### src/rtl/fb_pkg.sv
// Shared frame-buffer constants and loader FSM state encoding.
// The LCD scan block imports the same size constants.
package fb_pkg;

  localparam int IMG_WIDTH  = 200;
  localparam int IMG_HEIGHT = 138;
  localparam int PIXELS     = IMG_WIDTH * IMG_HEIGHT;
  localparam int FB_ADDR_W  = 15;

  localparam logic [7:0] SYNC_B0 = 8'hA5;
  localparam logic [7:0] SYNC_B1 = 8'h5A;

  typedef enum logic [2:0] {
    ST_SYNC0,
    ST_SYNC1,
    ST_HI,
    ST_LO,
    ST_FLUSH,
    ST_DONE
  } fb_state_e;

endpackage

### src/rtl/fb_stream_loader_if.sv
// Byte-stream input plus frame-buffer write port of the stream loader.
interface fb_stream_loader_if #(
  parameter int ADDR_W = fb_pkg::FB_ADDR_W
);
  logic [7:0]        s_data;
  logic              s_valid;
  logic              s_ready;
  logic              rd_busy;
  logic              mem_we;
  logic [ADDR_W-1:0] mem_addr;
  logic [15:0]       mem_din;
  logic              frame_done;
  logic              err_timeout;

  modport slave (
    input  s_data, s_valid, rd_busy,
    output s_ready, mem_we, mem_addr, mem_din, frame_done, err_timeout
  );

  modport master (
    output s_data, s_valid, rd_busy,
    input  s_ready, mem_we, mem_addr, mem_din, frame_done, err_timeout
  );
endinterface

### src/rtl/fb_pixel_fifo.sv
// Small show-ahead pixel FIFO between byte assembly and the RAM write port.
// Pop on empty is ignored; push on full is ignored unless a pop frees a slot
// in the same cycle. clear empties the FIFO and wins over push/pop.
module fb_pixel_fifo #(
  parameter int DEPTH = 4,
  parameter int W     = 16
) (
  input  logic         PixelClk,
  input  logic         nRST,
  input  logic         clear,
  input  logic         push,
  input  logic [W-1:0] din,
  input  logic         pop,
  output logic [W-1:0] dout,
  output logic         full,
  output logic         empty
);
  localparam int AW = (DEPTH > 1) ? $clog2(DEPTH) : 1;

  logic [DEPTH-1:0][W-1:0] mem_q;
  logic [AW-1:0]           wr_ptr_q, wr_ptr_d, rd_ptr_q, rd_ptr_d;
  logic [AW:0]             cnt_q, cnt_d;
  logic                    do_push, do_pop;

  assign full    = (cnt_q == (AW+1)'(DEPTH));
  assign empty   = (cnt_q == '0);
  assign do_pop  = pop && !empty;
  assign do_push = push && (!full || do_pop);
  assign dout    = mem_q[rd_ptr_q];

  // Pointer/occupancy update; DEPTH is a power of two so pointers wrap freely.
  always_comb begin
    wr_ptr_d = wr_ptr_q;
    rd_ptr_d = rd_ptr_q;
    cnt_d    = cnt_q;
    if (clear) begin
      wr_ptr_d = '0;
      rd_ptr_d = '0;
      cnt_d    = '0;
    end else begin
      if (do_push) wr_ptr_d = wr_ptr_q + AW'(1);
      if (do_pop)  rd_ptr_d = rd_ptr_q + AW'(1);
      cnt_d = cnt_q + (AW+1)'(do_push) - (AW+1)'(do_pop);
    end
  end

  // Control state registers.
  always_ff @(posedge PixelClk or negedge nRST) begin
    if (!nRST) begin
      wr_ptr_q <= '0;
      rd_ptr_q <= '0;
      cnt_q    <= '0;
    end else begin
      wr_ptr_q <= wr_ptr_d;
      rd_ptr_q <= rd_ptr_d;
      cnt_q    <= cnt_d;
    end
  end

  // Storage; contents are don't-care while the entry is not occupied.
  always_ff @(posedge PixelClk) begin
    if (do_push && !clear) mem_q[wr_ptr_q] <= din;
  end
endmodule

### src/rtl/fb_stream_loader.sv
// Byte stream to frame-buffer loader: hunts for the A5 5A header, builds
// RGB565 pixels high byte first, and writes them sequentially into the
// frame-buffer RAM whenever the scan side leaves the port free.
module fb_stream_loader
  import fb_pkg::*;
#(
  parameter int IMG_WIDTH  = fb_pkg::IMG_WIDTH,
  parameter int IMG_HEIGHT = fb_pkg::IMG_HEIGHT,
  parameter int ADDR_W     = fb_pkg::FB_ADDR_W,
  parameter int FIFO_DEPTH = 4,
  parameter int TIMEOUT    = 1_000_000
) (
  input logic                PixelClk,
  input logic                nRST,
  fb_stream_loader_if.slave  bus
);
  localparam int NPIX  = IMG_WIDTH * IMG_HEIGHT;
  localparam int TMO_W = (TIMEOUT > 2) ? $clog2(TIMEOUT) : 1;
  localparam logic [ADDR_W-1:0] LAST_PIX = ADDR_W'(NPIX - 1);
  localparam logic [TMO_W-1:0]  TMO_LAST = TMO_W'(TIMEOUT - 1);

  fb_state_e         state_q, state_d;
  logic [7:0]        hi_q, hi_d;
  logic [ADDR_W-1:0] pix_q, pix_d;
  logic [ADDR_W-1:0] wr_addr_q, wr_addr_d;
  logic [TMO_W-1:0]  tmo_q, tmo_d;
  logic              mem_we_q, mem_we_d;
  logic [ADDR_W-1:0] mem_addr_q, mem_addr_d;
  logic [15:0]       mem_din_q, mem_din_d;
  logic              frame_done_q, frame_done_d;
  logic              err_q, err_d;

  logic        rdy, accept, in_pixel, abort;
  logic        push, pop, fifo_clear, fifo_full, fifo_empty;
  logic [15:0] fifo_dout;

  // Byte acceptance: LO only takes a byte when the assembled pixel has room.
  always_comb begin
    rdy = 1'b0;
    case (state_q)
      ST_SYNC0, ST_SYNC1, ST_HI: rdy = 1'b1;
      ST_LO:                     rdy = !fifo_full;
      default:                   rdy = 1'b0;
    endcase
  end

  assign bus.s_ready = nRST & rdy;
  assign accept      = bus.s_valid & bus.s_ready;
  assign in_pixel    = (state_q == ST_HI) || (state_q == ST_LO);
  assign abort       = in_pixel && !accept && (tmo_q == TMO_LAST);
  // rd_busy is only looked at here: the scan side flags its RAM use a cycle early.
  assign pop         = !fifo_empty && !bus.rd_busy && !abort;

  fb_pixel_fifo #(
    .DEPTH (FIFO_DEPTH),
    .W     (16)
  ) u_fifo (
    .PixelClk (PixelClk),
    .nRST     (nRST),
    .clear    (fifo_clear),
    .push     (push),
    .din      ({hi_q, bus.s_data}),
    .pop      (pop),
    .dout     (fifo_dout),
    .full     (fifo_full),
    .empty    (fifo_empty)
  );

  // Next-state: header hunt, pixel assembly, flush/done and mid-frame timeout.
  always_comb begin
    state_d      = state_q;
    hi_d         = hi_q;
    pix_d        = pix_q;
    wr_addr_d    = pop ? wr_addr_q + ADDR_W'(1) : wr_addr_q;
    tmo_d        = '0;
    push         = 1'b0;
    fifo_clear   = 1'b0;
    mem_we_d     = pop;
    mem_addr_d   = pop ? wr_addr_q : mem_addr_q;
    mem_din_d    = pop ? fifo_dout : mem_din_q;
    frame_done_d = 1'b0;
    err_d        = 1'b0;
    case (state_q)
      ST_SYNC0: if (accept && bus.s_data == SYNC_B0) state_d = ST_SYNC1;
      ST_SYNC1: begin
        if (accept) begin
          if (bus.s_data == SYNC_B1) begin
            state_d   = ST_HI;
            pix_d     = '0;
            wr_addr_d = '0;
          end else if (bus.s_data != SYNC_B0) begin
            state_d = ST_SYNC0;
          end
        end
      end
      ST_HI, ST_LO: begin
        if (accept) begin
          if (state_q == ST_HI) begin
            hi_d    = bus.s_data;
            state_d = ST_LO;
          end else begin
            push    = 1'b1;
            pix_d   = pix_q + ADDR_W'(1);
            state_d = (pix_q == LAST_PIX) ? ST_FLUSH : ST_HI;
          end
        end else if (abort) begin
          // Stalled stream: drop queued pixels, keep what already hit the RAM.
          err_d      = 1'b1;
          fifo_clear = 1'b1;
          state_d    = ST_SYNC0;
        end else begin
          tmo_d = tmo_q + TMO_W'(1);
        end
      end
      // Empty FIFO means the last pop has issued; its write lands this cycle.
      ST_FLUSH: if (fifo_empty) begin
        frame_done_d = 1'b1;
        state_d      = ST_DONE;
      end
      ST_DONE: state_d = ST_SYNC0;
      default: state_d = ST_SYNC0;
    endcase
  end

  // FSM and registered outputs.
  always_ff @(posedge PixelClk or negedge nRST) begin
    if (!nRST) begin
      state_q      <= ST_SYNC0;
      hi_q         <= '0;
      pix_q        <= '0;
      wr_addr_q    <= '0;
      tmo_q        <= '0;
      mem_we_q     <= 1'b0;
      mem_addr_q   <= '0;
      mem_din_q    <= '0;
      frame_done_q <= 1'b0;
      err_q        <= 1'b0;
    end else begin
      state_q      <= state_d;
      hi_q         <= hi_d;
      pix_q        <= pix_d;
      wr_addr_q    <= wr_addr_d;
      tmo_q        <= tmo_d;
      mem_we_q     <= mem_we_d;
      mem_addr_q   <= mem_addr_d;
      mem_din_q    <= mem_din_d;
      frame_done_q <= frame_done_d;
      err_q        <= err_d;
    end
  end

  assign bus.mem_we      = mem_we_q;
  assign bus.mem_addr    = mem_addr_q;
  assign bus.mem_din     = mem_din_q;
  assign bus.frame_done  = frame_done_q;
  assign bus.err_timeout = err_q;
endmodule

### src/flat_wrapper.sv
// flat-port wrapper written by rule: the top's interface ports become plain ports
module fb_stream_loader_flat import fb_pkg::*;
#(
  parameter int IMG_WIDTH  = fb_pkg::IMG_WIDTH,
  parameter int IMG_HEIGHT = fb_pkg::IMG_HEIGHT,
  parameter int ADDR_W     = fb_pkg::FB_ADDR_W,
  parameter int FIFO_DEPTH = 4,
  parameter int TIMEOUT    = 1_000_000
)
  (PixelClk, nRST, bus_s_data, bus_s_valid, bus_rd_busy, bus_s_ready, bus_mem_we, bus_mem_addr, bus_mem_din, bus_frame_done, bus_err_timeout);
  fb_stream_loader_if #(.ADDR_W(ADDR_W)) bus_i ();
  input logic PixelClk;
  input logic nRST;
  input wire logic [$bits(bus_i.s_data)-1:0] bus_s_data;
  input wire logic [$bits(bus_i.s_valid)-1:0] bus_s_valid;
  input wire logic [$bits(bus_i.rd_busy)-1:0] bus_rd_busy;
  output wire logic [$bits(bus_i.s_ready)-1:0] bus_s_ready;
  output wire logic [$bits(bus_i.mem_we)-1:0] bus_mem_we;
  output wire logic [$bits(bus_i.mem_addr)-1:0] bus_mem_addr;
  output wire logic [$bits(bus_i.mem_din)-1:0] bus_mem_din;
  output wire logic [$bits(bus_i.frame_done)-1:0] bus_frame_done;
  output wire logic [$bits(bus_i.err_timeout)-1:0] bus_err_timeout;
  assign bus_i.s_data = bus_s_data;
  assign bus_i.s_valid = bus_s_valid;
  assign bus_i.rd_busy = bus_rd_busy;
  assign bus_s_ready = bus_i.s_ready;
  assign bus_mem_we = bus_i.mem_we;
  assign bus_mem_addr = bus_i.mem_addr;
  assign bus_mem_din = bus_i.mem_din;
  assign bus_frame_done = bus_i.frame_done;
  assign bus_err_timeout = bus_i.err_timeout;
  fb_stream_loader #(.IMG_WIDTH(IMG_WIDTH), .IMG_HEIGHT(IMG_HEIGHT), .ADDR_W(ADDR_W), .FIFO_DEPTH(FIFO_DEPTH), .TIMEOUT(TIMEOUT)) u_core (.PixelClk(PixelClk), .nRST(nRST), .bus(bus_i));
endmodule
### config.mk
export PLATFORM = sky130hd
export DESIGN_NAME = fb_stream_loader_flat
export DESIGN_NICKNAME = d
export VERILOG_FILES = /design/src/rtl/fb_pkg.sv /design/src/rtl/fb_stream_loader_if.sv /design/src/rtl/fb_pixel_fifo.sv /design/src/rtl/fb_stream_loader.sv /design/src/flat_wrapper.sv
export SDC_FILE = /design/constraint.sdc
export NUM_CORES = 1
export LEC_CHECK = 0
export ABC_AREA = 1
export CORE_MARGIN = 5
export CORE_UTILIZATION = 54
export CTS_CLUSTER_DIAMETER = 50
export DETAILED_ROUTE_END_ITERATION = 7
export MAX_ROUTING_LAYER = met4
export PLACE_DENSITY = 0.75
export SETUP_SLACK_MARGIN = 0.1
export SLEW_MARGIN = 30
export SYNTH_ARGS = -nofsm -noshare
export SYNTH_HDL_FRONTEND = slang
export SYNTH_SLANG_ARGS = --single-unit
### constraint.sdc
create_clock -name PixelClk -period 2.6 [get_ports PixelClk]
set_input_delay 0.78 -clock PixelClk [delete_from_list [all_inputs] [get_ports PixelClk]]
set_output_delay 0.78 -clock PixelClk [all_outputs]
set_load 0.01 [all_outputs]
==> metrics.txt <==
number of max-cap violations=0; Reg2Reg Depth=13; shortest period the worst path allows=2.33 ns; first-pass GRT wire length=26,600 µm; # setup viols final=0; EDFF count, synth=64; power per cell area=921 nW/µm²; synth unique cells=35; Total Wirelength=15,800 µm; slack of the critical path=0.267 ns; Core Footprint=13,900 µm²; most common cell after layout, fill and taps aside=nand2_1; CTS tree=yes; CTS root buf=clkbuf_16; clk_lat worst skew=0.43 ns; CP endpoint kind=register; net count after synthesis=848; total negative setup slack=0 ns; Crit. Startpoint=u_core.tmo_q[0]; area delta synth->final=19.6%; CP Cell Sequence=ha_2 > nand3_2 > nor2_1 > nand3_2 > nor2_4 > nor2_4 > ha_4 > inv_2 > ha_4 > inv_2 > fa_2 > xor2_1 > nor2_1; initial DRC count=394; worst reg2reg path endpoint=u_core.u_fifo.cnt_q[2]; worst slew pin tran=0.732 ns; Post-synth ARST share=61.4%; Seq/Total Area, Yosys=58.5%; Slew Limit Headroom=51.2%; Clk pwr share=28.9%; critical path's slowest cell=dfrtp_1; Die X=129 µm; CP delay by family, top=adder cells; initial antenna violation count=0; HP Class=input port to async pin; Pwr Total=8.42 mW; switching share of power=34.3%; CP required=2.96 ns; vias in the first global route=5,436; cell count after synthesis=826; I/O pin count=47; unrepaired setup endpoints after global routing=no; DR vias/cell=5.22; dominant synthesized flop cell=dfrtp_1; Tcrit/Tclk final=89.7%; worst-case clock buffer depth=2; nets@finish=926; commonest non-fill, non-tap cells in the layout=189 x nand2_1, 142 x nor2_1, 100 x dfrtp_1, 76 x inv_1, 64 x edfxtp_1; Final Max Slew Viols=0; FF-to-FF Start=u_core.tmo_q[0]; share of post-route cells with drive strength above 1=11.7%; Max VDD drop=451 µV; CP Buf/Inv Count=2; kind of critical path=register to register; crit path DAT=2.70 ns; remaining antenna violation count=0; YS warnings=0; CTS Buf Count=17; diode count=0; Global Route Usage Sum=20.7%; PortBufs=46; H-tree level count=4; Die Outline Area=16,600 µm²; Synth Area per Inst=9.25 µm²; row cnt=43; Overflow after GRT=0; cts hold-fix bufs=0; mapped cell area=7640 µm²; Max FO, Critical Path=5; Reg clk slew, reported paths=0.07 ns; Leak Pwr=3.90 nW; status=finished, final reports clean; NetSw=2.89 mW; Comb power frac=30.1%; Pint=5.53 mW; DRC=0; detailed-route via count=5,729; Clock Sinks=166; First-pass DRT Iterations=5; Reg2Reg Setup Slack=0.27 ns; CP Launch Type=register; post-detail-place hpwl=10,900 µm; final hold vios=0; Reg power frac=41.0%; max incr delay on CP=0.37 ns; #FFs+latches synth=166; RD Place Congestion=0.930; f_max=0.429 GHz; Die H=129 µm; largest net degree at the start of global routing=79; Final Skew=0.00602 ns; initial core utilization=55.1%; dpl ws=-0.195 ns; Wirelength per Cell=14.4 µm
[synth_stat cells (6+ instances only)]
cell type	n	area share, %
o32ai_1	16	1.8
edfxtp_1	64	25
nand2_1	189	9.3
nand3_2	6	0.79
clkbuf_1	11	0.54
dfrtp_1	102	33
ha_1	9	1.5
nand3_1	30	2.0
nor2_1	144	7.1
inv_1	79	3.9
buf_2	7	0.46
o21ai_0	48	3.1
nand4_1	13	1.1
xnor2_1	6	0.69
a21oi_1	8	0.52
nor3_1	19	1.2
o21ai_1	14	0.92
xor2_1	26	3.0
[power by group through the flow]
| stage | Sequential, mW | Clock [mW] | Combinational, mW |
|---|---|---|---|
| floorplan | 3.54 | 0 | 1.48 |
| global placement | 3.49 | 0 | 2.40 |
| detailed placement | 3.51 | 0 | 2.48 |
| CTS | 3.45 | 2.48 | 2.56 |
| global route | 3.50 | 2.60 | 2.84 |
| finish | 3.45 | 2.43 | 2.53 |
[worst register-to-register path, stage by stage (launching register included)]
cell     delay, ns
dfrtp_1       0.37
ha_2          0.24
nand3_2       0.13
nor2_1        0.17
nand3_2       0.13
nor2_4        0.13
nor2_4        0.06
ha_4          0.21
inv_2         0.06
ha_4          0.12
inv_2         0.03
fa_2          0.34
xor2_1        0.16
nor2_1        0.11
[worst max-delay path by stage]
| stage | to | slack (ns) | cells past startpoint |
|---|---|---|---|
| final | u_core.u_fifo.cnt_q[2] | 0.27 | 13 |
| after global routing | u_core.u_fifo.cnt_q[1] | 0.12 | 12 |
| after CTS | u_core.u_fifo.cnt_q[1] | 0.20 | 12 |
| after detailed placement | u_core.u_fifo.cnt_q[2] | -0.19 | 12 |
| after global placement | u_core.u_fifo.cnt_q[2] | -0.15 | 12 |
| after floorplan | u_core.u_fifo.cnt_q[1] | 0.10 | 13 |
[what timing repair did]
| item | CTS | global route |
|---|---|---|
| pin swaps | 0 | 0 |
| resized for setup | 4 | 1 |
| setup endpoints to repair | 1 | 2 |
| buffers inserted | 3 | 0 |
| gates cloned | 0 | 0 |
[sequential cells by signal, indices dropped and copies added, names as in the netlist]
name	count
u_core.tmo_q	20
u_core.bus.frame_done	1
u_core.u_fifo.wr_ptr_q	2
u_core.bus.mem_we	1
u_core.state_q	3
u_core.u_fifo.rd_ptr_q	2
u_core.bus.mem_din	16
u_core.u_fifo.mem_q	64
u_core.bus.mem_addr	15
u_core.hi_q	8
u_core.pix_q	15
u_core.u_fifo.cnt_q	3
u_core.bus.err_timeout	1
u_core.wr_addr_q	15
[per-stage QoR]
| stage | hold slack, ns | util [%] | std cells | area [µm²] |
|---|---|---|---|---|
| 2_1_floorplan | 0.433 | - | 826 | 7710 |
| 3_3_place_gp | 0.453 | 61.4 | 1062 | 8520 |
| 3_5_place_dp | 0.457 | 61.4 | 1062 | 8520 |
| 4_1_cts | 0.404 | 65.8 | 1097 | 9140 |
| 5_1_grt | 0.418 | 65.8 | 1097 | 9140 |
| 6_report | 0.399 | 65.8 | 1097 | 9140 |
[routing by layer]
layer,track usage (%),vias to the layer above,part of all wire [%]
li1,-,2846,-
met1,27.2,2706,45
met2,32.8,150,49
met3,4.07,27,4.7
met4,6.42,0,1.7
met5,-,-,0
[cell type report]
class	instances	area, µm²
multi-input cells	549	2760
clock buffers	17	425
well taps	180	225
clock inverters	15	161
fillers	1082	4740
inverters	85	327
repair buffers	85	766
flip-flops and latches	166	4480
[logic make-up after synthesis]
| logic type | Yosys count | synth area share (%) |
|---|---|---|
| adders and majority gates | 10 | 1.74 |
| and+or+nand+nor | 415 | 22.9 |
| xor gates and xnor gates | 32 | 3.67 |
| AOI/OAI and AO/OA | 92 | 7.01 |
| buffers and inverters | 111 | 6.11 |
| DFF | 166 | 58.5 |
(Power assumes the default switching activity.)
==> patch, RTL diff (same flow settings) <==
Encoding of `fb_state_e`: now one-hot (6 bits for 6 states).
--- a/src/rtl/fb_pkg.sv
+++ b/src/rtl/fb_pkg.sv
@@ -12,9 +12,9 @@
 
-  typedef enum logic [2:0] {
-    ST_SYNC0,
-    ST_SYNC1,
-    ST_HI,
-    ST_LO,
-    ST_FLUSH,
-    ST_DONE
+  typedef enum logic [5:0] {
+    ST_SYNC0 = 6'b000001,
+    ST_SYNC1 = 6'b000010,
+    ST_HI    = 6'b000100,
+    ST_LO    = 6'b001000,
+    ST_FLUSH = 6'b010000,
+    ST_DONE  = 6'b100000
   } fb_state_e;
Behaviour: no difference found for any inputs over 10 cycles, from zero or initial values and one cycle with nRST low; not proved beyond that.
==> patch against the original RTL <==
  * Total power up 6.4%
  * Final area is 3.0% higher
  * Via count rose by 2.5%
  * Critical path depth grew 4
  * Hold slack improved by 0.015 ns
  * Clock skew up 0.0023 ns
  * Sequential cell count rose by 3
  * Worst setup slack worse by 0.19 ns
  * Clock power rose by 7%
  * Synthesized area increased by 1.3%
  * Routed wire length grew 5.3%
  * Non-clock buffer count increased by 6
  * Combinational power increased by 13%
  * Critical path type unchanged
  * Critical endpoint is now u_core.u_fifo.cnt_q[1]
  * Largest cell class unchanged
  * Largest power group unchanged
  * Highest routed layer unchanged
==> patch: results <==
[run_status]
status = "completed"

[placement]
dpl_worst_slack_ns = -0.190
numPlacedInstances = 1069
dp_hpwl_mm = 10.8
dpl-instance-area_um2 = 8730
place_congestion = 0.884

[synthesis]
postSynthCellCount = 824
synthesis.nets = 846
synth_area_leaders = "dfrtp_1 (34%), edfxtp_1 (25%), nand2_1 (8.9%), nor2_1 (5.1%), inv_1 (3.8%)"
ys_types = 44
yosys_warnings = 0
yosys-top-cells-count = "nand2_1 (183), nor2_1 (106), dfrtp_1 (104)"
async_flop_share = 0.621
synth-seq-area-share = 0.588

[critical_path]
rr_startpoint = "u_core.state_q[0]"
r2r_end = "u_core.u_fifo.cnt_q[1]"
cp.arrival_ns = 2.88
reg2reg_slack_ns = 0.08
r2r_cells = 17
worstPathMaxFanout = 3

[grt]
grtUsageMet1 = 0.281
grt_pass1_wl_mm = 27.7
track_usage = 0.216
grt_util_met3 = 0.0409
grt_max_degree = 52
grt_pass1_vias = 5706
grt_overflow = 0
gr-usage-met2 = 0.336

[route]
first_iter_violations = 489
first_pass_iters = 5
vias_per_cell = 5.31
wl_per_cell_um = 15.0
met2_wirelength_mm = 8.22
met1_length_mm = 7.32
drtAntennaViolNets = 0
drt_wl_total_mm = 16.6
top_layer = "met4"
wl_met3_um = 747

[cells_and_area]
flops_and_latches = 169
layout.nets = 934
layout.nonclk_buf_frac = 0.0937
multi_input_gates = 542
buffers = 91
nNonClkInverters = 91
area_growth_pct = 21.6
fillers = 1069
clk_share = 0.0651
drive_gt1_frac = 0.145
multi_input_area_share = 0.297
seq_area_frac = 0.483

[power]
netSwitchingFraction = 0.334
p_leak_nw = 4.07
peakVddDrop_uv = 406

[clock_network]
post_cts.repair.setup_buffers = 2
ctsResizeCount = 10

[timing]
clock_skew_ns = 0.00836
relSlewSlack = 0.506
period_share = 0.969

[floorplanning]
core_um2 = 14000
==> patch: cell count changes in the layout (fill, tap and decap cells not counted), moves of 9 or more <==
| cell | unedited run | this run |
|---|---|---|
| o32ai_1 | 16 | 0 |
| o22ai_1 | 0 | 17 |
| nor2_1 | 142 | 104 |
| nor4_1 | 0 | 9 |
| o21ai_1 | 14 | 25 |
==> patch: worst max-delay path, cell delays in order, from the launching register on <==
cell     delay (ns)
dfstp_2        0.54
inv_2          0.05
nand2_4        0.07
nor2_2         0.04
nand3_2        0.09
nand3_2        0.10
buf_6          0.13
nand3_4        0.07
nand3_4        0.08
nand2_4        0.09
inv_6          0.04
ha_4           0.25
inv_2          0.04
ha_4           0.15
inv_2          0.06
fa_2           0.42
or2_1          0.21
inv_1          0.05
==> patch: power by group through the flow <==
stage / Sequential [mW] / Combinational (mW) / Clock (mW)
after global placement: 3.52 / 2.70 / 0
after CTS: 3.50 / 2.85 / 2.63
final: 3.50 / 2.86 / 2.60
after floorplan: 3.63 / 1.59 / 0
after detailed placement: 3.55 / 2.78 / 0
after global routing: 3.56 / 3.20 / 2.74
==> patch: logic make-up after synthesis <==
kind of cell / synth area share
AND/OR/NAND/NOR: 0.227
flip-flops: 0.588
buffers and inverters: 0.0611
AO/OA/AOI/OAI: 0.0774
XOR/XNOR: 0.0294
adder cells (fa/ha/maj): 0.0171
==> patch: worst min path at each step <==
stage	to	cells past startpoint	slack, ns
after global routing	u_core.tmo_q[12]	2	0.44
after CTS	u_core.u_fifo.cnt_q[0]	2	0.42
after floorplan	u_core.tmo_q[0]	1	0.45
after global placement	u_core.bus.mem_din[7]	2	0.46
after detailed placement	u_core.bus.mem_din[8]	2	0.46
final	u_core.u_fifo.cnt_q[0]	2	0.41
